## config.mk

```make
export PLATFORM = sky130hd
export DESIGN_NAME = multicycle_ctrl_fsm
export DESIGN_NICKNAME = d
export VERILOG_FILES = /design/src/rtl/cpu_ctrl_pkg.sv /design/src/rtl/ctrl_decode.sv /design/src/rtl/multicycle_ctrl_fsm.sv
export SDC_FILE = /design/constraint.sdc
export NUM_CORES = 1
export LEC_CHECK = 0
export ABC_CLOCK_PERIOD_IN_PS = 5000
export CAP_MARGIN = 20
export CORE_ASPECT_RATIO = 1.25
export CORE_UTILIZATION = 47
export DETAILED_ROUTE_END_ITERATION = 8
export PLACE_DENSITY = 0.76
export SLEW_MARGIN = 20
export SYNTH_ARGS = -nofsm -noshare
export SYNTH_HDL_FRONTEND = slang
export SYNTH_SLANG_ARGS = --single-unit
```

## constraint.sdc

```tcl
create_clock -name clk -period 5 [get_ports clk]
set_input_delay 1 -clock clk [delete_from_list [all_inputs] [get_ports clk]]
set_output_delay 1 -clock clk [all_outputs]
set_load 0.1 [all_outputs]
```

## src/rtl/cpu_ctrl_pkg.sv

```systemverilog
// rtl/cpu_ctrl_pkg.sv - shared encodings for the multi-cycle CPU control unit
package cpu_ctrl_pkg;

  typedef enum logic [2:0] {
    S_FETCH  = 3'd0,
    S_DECODE = 3'd1,
    S_EXEC   = 3'd2,
    S_MEM    = 3'd3,
    S_WB     = 3'd4,
    S_HALT   = 3'd7
  } state_e;

  typedef enum logic [2:0] {
    CL_ALU, CL_LW, CL_SW, CL_BEQ, CL_J, CL_JAL, CL_RET, CL_ILL
  } instr_class_e;

  localparam logic [1:0] TYPE_R = 2'b00, TYPE_J = 2'b01, TYPE_I = 2'b10, TYPE_S = 2'b11;

  localparam logic [4:0] FN_AND  = 5'd0, FN_ADD  = 5'd1, FN_SUB  = 5'd2, FN_CMP  = 5'd3;
  localparam logic [4:0] FN_J    = 5'd0, FN_JAL  = 5'd1, FN_RET  = 5'd2;
  localparam logic [4:0] FN_ANDI = 5'd0, FN_ADDI = 5'd1, FN_LW   = 5'd2, FN_SW = 5'd3, FN_BEQ = 5'd4;
  localparam logic [4:0] FN_SLL  = 5'd0, FN_SLR  = 5'd1, FN_SLLV = 5'd2, FN_SLRV = 5'd3;

  localparam logic [2:0] ALU_AND = 3'd0, ALU_ADD = 3'd1, ALU_SUB = 3'd2,
                         ALU_CMP = 3'd3, ALU_SLL = 3'd4, ALU_SLR = 3'd5;

  localparam logic [1:0] PC_INC = 2'd0, PC_TARGET = 2'd1, PC_STACK = 2'd2;
  localparam logic [1:0] EXT_SA = 2'd0, EXT_IMM14 = 2'd1, EXT_IMM24 = 2'd2;

endpackage

```

## src/rtl/ctrl_decode.sv

```systemverilog
// rtl/ctrl_decode.sv - instruction type/function to class and ALU/extender selects
module ctrl_decode
  import cpu_ctrl_pkg::*;
(
  input  logic [1:0]   inst_type,
  input  logic [4:0]   inst_function,
  output instr_class_e cls,
  output logic [2:0]   alu_op,
  output logic [1:0]   ex_src,
  output logic         ex_s,
  output logic         alu_src
);

  always_comb begin
    cls     = CL_ILL;
    alu_op  = ALU_AND;
    ex_src  = EXT_SA;
    ex_s    = 1'b0;
    alu_src = 1'b0;
    case (inst_type)
      TYPE_R: begin
        cls = CL_ALU;
        case (inst_function)
          FN_AND:  alu_op = ALU_AND;
          FN_ADD:  alu_op = ALU_ADD;
          FN_SUB:  alu_op = ALU_SUB;
          FN_CMP:  alu_op = ALU_CMP;
          default: cls = CL_ILL;
        endcase
      end
      TYPE_J: begin
        case (inst_function)
          FN_J:    begin cls = CL_J;   ex_src = EXT_IMM24; ex_s = 1'b1; end
          FN_JAL:  begin cls = CL_JAL; ex_src = EXT_IMM24; ex_s = 1'b1; end
          FN_RET:  cls = CL_RET;
          default: cls = CL_ILL;
        endcase
      end
      TYPE_I: begin
        alu_op  = ALU_ADD;
        alu_src = 1'b1;
        ex_src  = EXT_IMM14;
        ex_s    = 1'b1;
        case (inst_function)
          FN_ANDI: begin cls = CL_ALU; alu_op = ALU_AND; ex_s = 1'b0; end
          FN_ADDI: cls = CL_ALU;
          FN_LW:   cls = CL_LW;
          FN_SW:   cls = CL_SW;
          FN_BEQ:  begin cls = CL_BEQ; alu_op = ALU_SUB; alu_src = 1'b0; end
          default: cls = CL_ILL;
        endcase
      end
      default: begin
        // Immediate shifts take the shift amount from the extender; variable shifts from RS2
        case (inst_function)
          FN_SLL:  begin cls = CL_ALU; alu_op = ALU_SLL; alu_src = 1'b1; end
          FN_SLR:  begin cls = CL_ALU; alu_op = ALU_SLR; alu_src = 1'b1; end
          FN_SLLV: begin cls = CL_ALU; alu_op = ALU_SLL; end
          FN_SLRV: begin cls = CL_ALU; alu_op = ALU_SLR; end
          default: cls = CL_ILL;
        endcase
      end
    endcase
  end

endmodule

```

## src/rtl/multicycle_ctrl_fsm.sv

```systemverilog
// rtl/multicycle_ctrl_fsm.sv - FETCH/DECODE/EXEC/MEM/WB sequencer driving the datapath selects
module multicycle_ctrl_fsm
  import cpu_ctrl_pkg::*;
#(
  parameter int IMEM_WAIT       = 2,
  parameter int HALT_ON_ILLEGAL = 0
) (
  input  logic       clk,
  input  logic       rst_n,
  input  logic [1:0] inst_type,
  input  logic [4:0] inst_function,
  input  logic       stop_bit,
  input  logic       zero,
  input  logic       st_empty,
  input  logic       st_full,
  output logic       ir_write,
  output logic       pc_write,
  output logic [1:0] PCsrc,
  output logic [1:0] ExSrc,
  output logic       ExS,
  output logic       ALUsrc,
  output logic       RS2src,
  output logic [2:0] ALUop,
  output logic       MemR,
  output logic       MemW,
  output logic       WB,
  output logic       WBdata,
  output logic       StR,
  output logic       StW,
  output logic [2:0] state,
  output logic       illegal,
  output logic       halted
);

  state_e       cur_state, next_state;
  logic [2:0]   wait_cnt;
  logic [1:0]   type_q, dec_type;
  logic [4:0]   fn_q, dec_fn;
  logic         stop_q, dec_stop;
  instr_class_e cls;
  logic [2:0]   dec_alu_op;
  logic [1:0]   dec_ex_src;
  logic         dec_ex_s, dec_alu_src;
  logic         fetch_done, end_instr, taken;

  assign fetch_done = (wait_cnt == 3'(IMEM_WAIT));
  // The IR is valid on the inputs during DECODE; later states use the copy latched there
  assign dec_type   = (cur_state == S_DECODE) ? inst_type     : type_q;
  assign dec_fn     = (cur_state == S_DECODE) ? inst_function : fn_q;
  assign dec_stop   = (cur_state == S_DECODE) ? stop_bit      : stop_q;
  assign state      = cur_state;
  assign halted     = (cur_state == S_HALT);

  ctrl_decode u_decode (
    .inst_type     (dec_type),
    .inst_function (dec_fn),
    .cls           (cls),
    .alu_op        (dec_alu_op),
    .ex_src        (dec_ex_src),
    .ex_s          (dec_ex_s),
    .alu_src       (dec_alu_src)
  );

  always_ff @(posedge clk or negedge rst_n) begin
    if (!rst_n) begin
      cur_state <= S_FETCH;
      wait_cnt  <= 3'd0;
      type_q    <= 2'd0;
      fn_q      <= 5'd0;
      stop_q    <= 1'b0;
    end else begin
      cur_state <= next_state;
      wait_cnt  <= (cur_state == S_FETCH && !fetch_done) ? wait_cnt + 3'd1 : 3'd0;
      if (cur_state == S_DECODE) begin
        type_q <= inst_type;
        fn_q   <= inst_function;
        stop_q <= stop_bit;
      end
    end
  end

  always_comb begin
    next_state = S_FETCH;
    case (cur_state)
      S_FETCH:  next_state = fetch_done ? S_DECODE : S_FETCH;
      S_DECODE: begin
        case (cls)
          CL_ILL:                 next_state = (HALT_ON_ILLEGAL != 0) ? S_HALT : S_FETCH;
          CL_J, CL_JAL, CL_RET:   next_state = S_FETCH;
          default:                next_state = S_EXEC;
        endcase
      end
      S_EXEC: begin
        case (cls)
          CL_BEQ:       next_state = S_FETCH;
          CL_LW, CL_SW: next_state = S_MEM;
          default:      next_state = S_WB;
        endcase
      end
      S_MEM:    next_state = (cls == CL_LW) ? S_WB : S_FETCH;
      S_HALT:   next_state = S_HALT;
      default:  next_state = S_FETCH;
    endcase
  end

  always_comb begin
    ir_write  = 1'b0;
    pc_write  = 1'b0;
    PCsrc     = PC_INC;
    ExSrc     = EXT_SA;
    ExS       = 1'b0;
    ALUsrc    = 1'b0;
    RS2src    = 1'b0;
    ALUop     = ALU_AND;
    MemR      = 1'b0;
    MemW      = 1'b0;
    WB        = 1'b0;
    WBdata    = 1'b0;
    StR       = 1'b0;
    StW       = 1'b0;
    illegal   = 1'b0;
    end_instr = 1'b0;
    taken     = 1'b0;
    case (cur_state)
      S_FETCH:  ir_write = fetch_done;
      S_DECODE: begin
        case (cls)
          CL_ILL: begin
            illegal  = 1'b1;
            pc_write = (HALT_ON_ILLEGAL == 0);
          end
          CL_J: begin
            pc_write = 1'b1;
            PCsrc    = PC_TARGET;
            ExSrc    = dec_ex_src;
            ExS      = dec_ex_s;
          end
          CL_JAL: begin
            pc_write = 1'b1;
            if (st_full) illegal = 1'b1;
            else begin
              PCsrc = PC_TARGET;
              ExSrc = dec_ex_src;
              ExS   = dec_ex_s;
              StW   = 1'b1;
            end
          end
          CL_RET: begin
            pc_write = 1'b1;
            if (st_empty) illegal = 1'b1;
            else begin
              PCsrc = PC_STACK;
              StR   = 1'b1;
            end
          end
          default: ;
        endcase
      end
      S_EXEC: begin
        ALUop  = dec_alu_op;
        ALUsrc = dec_alu_src;
        ExSrc  = dec_ex_src;
        ExS    = dec_ex_s;
        if (cls == CL_BEQ) begin
          RS2src    = 1'b1;
          end_instr = 1'b1;
          taken     = zero;
        end
      end
      S_MEM: begin
        if (cls == CL_LW) MemR = 1'b1;
        else begin
          RS2src    = 1'b1;
          MemW      = 1'b1;
          end_instr = 1'b1;
        end
      end
      S_WB: begin
        WB        = 1'b1;
        WBdata    = (cls == CL_LW);
        end_instr = 1'b1;
      end
      default: ;
    endcase
    // A stop bit pops the return address unless a taken branch already chose the PC
    if (end_instr) begin
      pc_write = 1'b1;
      if (taken) PCsrc = PC_TARGET;
      else if (dec_stop) begin
        if (st_empty) illegal = 1'b1;
        else begin
          PCsrc = PC_STACK;
          StR   = 1'b1;
        end
      end
    end
  end

endmodule
```

# [Yosys cells after proc, flatten, opt, wreduce, memory -nomap -nowiden]
# Index checks and enable logic that the tools add are counted.
[word_totals] ff_bits=14 latchBits=0 mem_bits_rw=0 romBits=0 input_bits=13 out_inout_bits=23 word_cells=110 memories=0
[classes] add_sub_neg=1 mul=0 n_div=0 n_lt_le_gt_ge=0 n_eq_ne=19 n_shift=0 mux=73 bitwise_logic=0 n_reduce_logical=12
[ops] cell="1-bit 2-to-1 mux" count=38
[ops] cell="2-bit 2-to-1 mux" count=10
[ops] cell="3-bit == test (second input constant)" count=6
[ops] cell="2-bit one-hot mux with 3 select lines" count=3
[ops] cell="3-bit one-hot mux with 2 select lines" count=3
[ops] cell="2-bit one-hot mux with 2 select lines" count=4
[ops] cell="3-bit by 2-bit == test with 1-bit output (second input constant)" count=5
[ops] cell="3-bit one-hot mux with 5 select lines" count=1
[ops] cell="3-bit 2-to-1 mux" count=4
[ops] cell="3-bit one-hot mux with 4 select lines" count=1
[ops] cell="5-bit by 2-bit == test with 1-bit output (second input constant)" count=2
[ops] cell="1-bit one-hot mux with 2 select lines" count=5
[ops] cell="2-bit OR reduction" count=5
[ops] cell="3-bit one-hot mux with 3 select lines" count=1
[ops] cell="4-bit OR reduction" count=2
[ops] cell="3-bit by 1-bit == test with 1-bit output (second input constant)" count=2
[ops] cell="1-bit one-hot mux with 3 select lines" count=2
[ops] cell="5-bit by 1-bit == test with 1-bit output (second input constant)" count=1
[ops] cell="5-bit by 3-bit == test with 1-bit output (second input constant)" count=1
[ops] cell="5-bit zero test" count=1
[ops] cell="5-bit 2-to-1 mux" count=1
[ops] cell="3-bit by 1-bit adder with 3-bit output (second input constant)" count=1
[ops] cell="3-bit zero test" count=1
[ops] cell="2-bit by 1-bit == test with 1-bit output (second input constant)" count=1
[ops] cell="4 further kinds" count=4

# [Logic depth before layout (Yosys ltp)]
[depth] ltp_word=13 ltp_mapped=13 depth_no_buf=11

# [Modules after synthesis]
# Synthesis repeated with hierarchy kept, for this count alone.
[hier_totals] cells_unflattened=125 hier_area_um2=1131.1
[modules_own_cells] module="multicycle_ctrl_fsm" instances=1 cells_each=90 area_per_inst_um2=882.1 seq_area_each_um2=350.3
[modules_own_cells] module="ctrl_decode" instances=1 cells_each=35 area_per_inst_um2=249.0 seq_area_each_um2=0.0

# [Worst setup path after synthesis]
# No wires, ideal clock.
[synth_timing] kind="reg-to-output" startpoint="register cur_state[0], in the netlist state[0]" endpoint="output port StW" arrival_time_ns=7.941 required_ns=4.000 setup_slack_ns=-3.941 stages_incl_launch_ff=12 path_buffers=3 cell_sequence="dfrtp_1 nor3b_2 buf_6 clkbuf_1 mux2i_1 ha_1 clkbuf_1 nor2b_1 a211oi_1 a21oi_1 nand2b_1 a2111oi_0"
[synth_between] elab_chain_cells=9 word_cells_on_any_way=19
[synth_lines] item="start, declared" line_no="multicycle_ctrl_fsm.sv:35" source="state_e cur_state, next_state;"
[synth_lines] item="start signal, assigned" line_no="multicycle_ctrl_fsm.sv:72" source="cur_state <= next_state;"
[synth_lines] item="3-bit by 1-bit == test with 1-bit output *" line_no="multicycle_ctrl_fsm.sv:48, multicycle_ctrl_fsm.sv:49, multicycle_ctrl_fsm.sv:124"
[synth_lines] item="5-bit 2-to-1 mux"
[synth_lines] item="5-bit by 1-bit == test with 1-bit output (tied with other cells)"
[synth_lines] item="2-bit OR reduction (no source line) / 4-bit OR reduction (equally long branches)"
[synth_lines] item="3-bit one-hot mux with 4 select lines / 3-bit 2-to-1 mux (equally long branches)" line_no="ctrl_decode.sv:44, ctrl_decode.sv:23, ctrl_decode.sv:55"
[synth_lines] item="3-bit one-hot mux with 2 select lines" line_no="ctrl_decode.sv:20" source="case (inst_type)"
[synth_lines] item="3-bit == test" line_no="multicycle_ctrl_fsm.sv:127" source="case (cls)"
[synth_lines] item="1-bit 2-to-1 mux" line_no="multicycle_ctrl_fsm.sv:127"
[synth_lines] item="1-bit 2-to-1 mux *" line_no="multicycle_ctrl_fsm.sv:124" source="case (cur_state)"
[synth_lines] item="end, declared" line_no="multicycle_ctrl_fsm.sv:29" source="output logic StW,"
# Every way passes the cells marked *; elsewhere a longest branch is shown, timed or not.

# [Final worst setup path]
[layout_timing] startpoint="input port inst_type[1]" endpoint="output port PCsrc[1]"
[layout_between] elab_chain_cells=10 word_cells_on_any_way=20
[layout_lines] item="start, declared" line_no="multicycle_ctrl_fsm.sv:10" source="input logic [1:0] inst_type,"
[layout_lines] item="2-bit 2-to-1 mux *"
[layout_lines] item="net dec_type[1]" line_no="multicycle_ctrl_fsm.sv:37" source="logic [1:0] type_q, dec_type;"
[layout_lines] item="2-bit == test / 2-bit by 1-bit == test with 1-bit output (equally long branches)" line_no="ctrl_decode.sv:20"
[layout_lines] item="3-bit one-hot mux with 2 select lines *" line_no="ctrl_decode.sv:20"
[layout_lines] item="3-bit == test" line_no="multicycle_ctrl_fsm.sv:127"
[layout_lines] item="2-bit one-hot mux with 3 select lines" line_no="multicycle_ctrl_fsm.sv:127"
[layout_lines] item="2-bit 2-to-1 mux" line_no="multicycle_ctrl_fsm.sv:124"
[layout_lines] item="2-bit 2-to-1 mux" line_no="multicycle_ctrl_fsm.sv:190" source="if (st_empty) illegal = 1'b1;"
[layout_lines] item="2-bit 2-to-1 mux" line_no="multicycle_ctrl_fsm.sv:189" source="else if (dec_stop) begin"
[layout_lines] item="2-bit 2-to-1 mux" line_no="multicycle_ctrl_fsm.sv:188" source="if (taken) PCsrc = PC_TARGET;"
[layout_lines] item="2-bit 2-to-1 mux *" line_no="multicycle_ctrl_fsm.sv:186" source="if (end_instr) begin"
[layout_lines] item="end, declared" line_no="multicycle_ctrl_fsm.sv:18" source="output logic [1:0] PCsrc,"
# The timed path passes the listed nets; every way through them passes the cells marked *.

==> impl_metrics.py <==
metrics = {
    "worst_setup_path": {
        "path_max_fanout": 6,
        "critPathLaunchType": "input pin",
        "max_stage_delay_ps": 470,
        "cpMaxStageDelayCell": "a311o_2",
        "cp.required_ps": 4000,
        "critPathCaptureType": "output port",
        "path_class": "input pin to output port",
        "crit_path_cell_trace": "clkdlybuf4s50_1 > mux2i_2 > inv_1 > ha_1 > nor2b_1 > and2_1 > nor4_1 > and2_1 > a311o_2 > a21oi_4 > buf_12",
        "critPathMostFrequentCell": "and2_1",
        "crit_arrival_ps": 3680,
    },
    "logic_synthesis": {
        "synth_area_um2": 1200,
        "seq_area_frac_synth": 0.293,
        "synth_cells": 139,
        "synthFlopType": "dfrtp_1",
        "synth_cell_type_count": 42,
        "synth-async-reset-ratio": 1.00,
        "yosysWarnings": 0,
        "ys_ff_latch": 14,
        "synth.avg_cell_area_um2": 8.61,
        "synth_edf_count": 0,
        "syn_nets": 159,
    },
    "clock_network": {
        "clk_latency_ps": 290,
        "hold_buffers": 0,
        "clock-sinks": 14,
        "h-tree-depth": 1,
        "clk_pin_slew_ps": 90,
        "cts_root_buf": "clkbuf_4",
        "postCtsResizedCells": 0,
        "cts_tree": "done",
        "clock_path_buffers": 2,
        "cts_made_buffers": 3,
        "post_cts_buffers": 0,
    },
    "global_route": {
        "grt_max_degree": 15,
        "overflow": 0,
        "met2_usage": 0.452,
        "grt.total_usage": 0.259,
        "antenna_found_initial": 0,
        "grt_pass1_wl_um": 5260,
        "groute.layer.met1.usage": 0.318,
        "grt_pass1_vias": 1197,
        "use_met3": 0.0307,
        "grt.busiest_layer": "met2",
    },
    "sta": {
        "max_freq_ghz": 0.213,
        "hold_violations": 0,
        "slew_viol_final": 0,
        "finalClockSkew_ps": 8.64,
        "max-slew-margin-rel": 0.351,
        "setup_violations": 0,
        "fin_tns_setup_ps": 0,
        "worst_slew_pin_slew_ps": 971,
        "rsz0062_at_grt": "no",
        "finalCriticalPeriod_ps": 4680,
        "hold_ws_ps": 488,
        "period_share": 0.937,
    },
    "floorplan": {
        "die-area_um2": 2750,
        "core-area_um2": 2430,
        "io_pins": 36,
        "rows": 20,
        "die_h_um": 58.4,
        "start_util": 0.493,
        "die_w_um": 47.1,
    },
    "final_layout": {
        "nNetsFinal": 201,
        "seq_area_um2": 362,
        "fin_cells": 213,
        "diodes": 0,
        "multi_input_area_um2": 907,
        "post-route-cell-area_um2": 1860,
        "drive_above_1_share": 0.322,
        "area_delta_synth_final_pct": 55.2,
        "fillerInstances": 183,
    },
    "drt": {
        "wl_um": 3220,
        "drc": 0,
        "drtIter0Drc": 40,
        "viasPerCell": 5.71,
        "post_drt_wl_per_cell_um": 15.1,
        "vias": 1217,
        "antenna_left": 0,
        "detailedRoute.firstPassIterationCount": 5,
    },
    "placed_design": {
        "dp.cells": 209,
        "io_buffer_count": 35,
        "place_area_um2": 1820,
        "hpwlAfterDp_um": 2550,
        "place_congestion": 0.813,
    },
    "worst_hold_path": {
        "hp-class": "flop to flop",
    },
    "power": {
        "p_per_area_nw_per_um2": 721,
        "p_leak_nw": 0.761,
        "ir_worst_vdd_mv": 0.556,
    },
    "job": {
        "max_cap_viol_count": 0,
    },
    "status": {
        "outcome": "finished, final reports clean",
    },
}
worst paths after layout:
kind,cells past startpoint,startpoint,endpoint,slack (ps)
min,1,wait_cnt[0],wait_cnt[0],490
max reg2reg,10,state[2],state[0],1910
min reg2reg,1,wait_cnt[0],wait_cnt[0],490
max in group asynchronous,1,rst_n,state[0],3400
min in group asynchronous,1,rst_n,fn_q[2],1100
max,11,inst_type[1],PCsrc[1],320
report_power, final:
part	leakage (nW)	internal (mW)	switching, mW
sequential	0.166	0.167	0.0421
combinational	0.574	0.385	0.658
clock	0.0210	0.0443	0.0424
total	0.761	0.596	0.743
per-stage QoR:
stage	power [mW]	worst slack [ps]	utilization
after floorplan	0.962	43.1	-
after global placement	1.22	413	0.751
after detailed placement	1.24	334	0.751
after CTS	1.33	333	0.765
after global routing	1.43	194	0.765
final	1.34	316	0.765
cell families after synthesis:
| group | count (synthesis) | share of synthesized area |
|---|---|---|
| adder cells (fa/ha/maj) | 7 | 0.0731 |
| AO/OA/AOI/OAI | 30 | 0.164 |
| XOR/XNOR | 1 | 0.00732 |
| buffers and inverters | 13 | 0.0470 |
| flip-flops | 14 | 0.293 |
| multiplexers | 14 | 0.131 |
| AND/OR/NAND/NOR | 60 | 0.285 |
worst max-delay path: cells and delay by family:
kind,cells,cell delay [ps]
and+or+nand+nor,4,810
adders and majority gates,1,270
muxes,1,210
AOI/OAI and AO/OA,2,660
buffers and inverters,3,730
synthesized netlist by cell type (4+ instances only):
master / instances / share of area
o21ai_0: 5 / 0.021
mux2i_1: 6 / 0.050
nor2_1: 12 / 0.038
a21oi_1: 10 / 0.042
dfrtp_1: 14 / 0.29
mux2_2: 6 / 0.056
ha_1: 7 / 0.073
nand3_1: 4 / 0.017
nand2_1: 10 / 0.031
inv_1: 9 / 0.028
nor3_1: 5 / 0.021
nand2b_1: 4 / 0.021
and2_1: 4 / 0.021
nand3b_1: 4 / 0.025
registers in the layout, indices dropped and copies added, names as in the netlist:
signal    flops
wait_cnt      3
stop_q        1
fn_q          5
state         3
type_q        2
area by class of cell:
cell class | instances | share of cell area
multi-input cells | 112 | 0.488
repair buffers | 41 | 0.257
flip-flops and latches | 14 | 0.195
well taps | 33 | 0.0222
clock buffers | 4 | 0.0195
inverters | 9 | 0.0182
layer usage:
metal	vias up	share of wire
met5	-	0
met4	0	0.021
met3	8	0.046
met2	50	0.52
met1	576	0.41
li1	583	-
cell usage in the layout (no fill, tap or decap), types with 2 or more instances in the layout:
cell             netlist  layout
dfrtp_1               14      11
a21oi_4                0       2
ha_1                   7       7
o21ai_0                5       4
and2_1                 4       4
mux2i_1                6       4
a21oi_1               10       8
buf_4                  0      13
nand3b_1               4       4
nand2_1               10      10
nor2b_1                3       3
mux2i_2                1       2
nor3_2                 1       2
nand3_1                4       4
inv_1                  9       9
nor3_1                 5       4
clkdlybuf4s50_1        0      18
nor4_1                 3       3
nor3b_1                2       2
and3_1                 2       2
nor2_1                12      11
clkbuf_4               0       3
mux2_2                 6       6
buf_12                 0      10
nand2b_1               4       4
dfrtp_4                0       3
(Power assumes the default switching activity.)
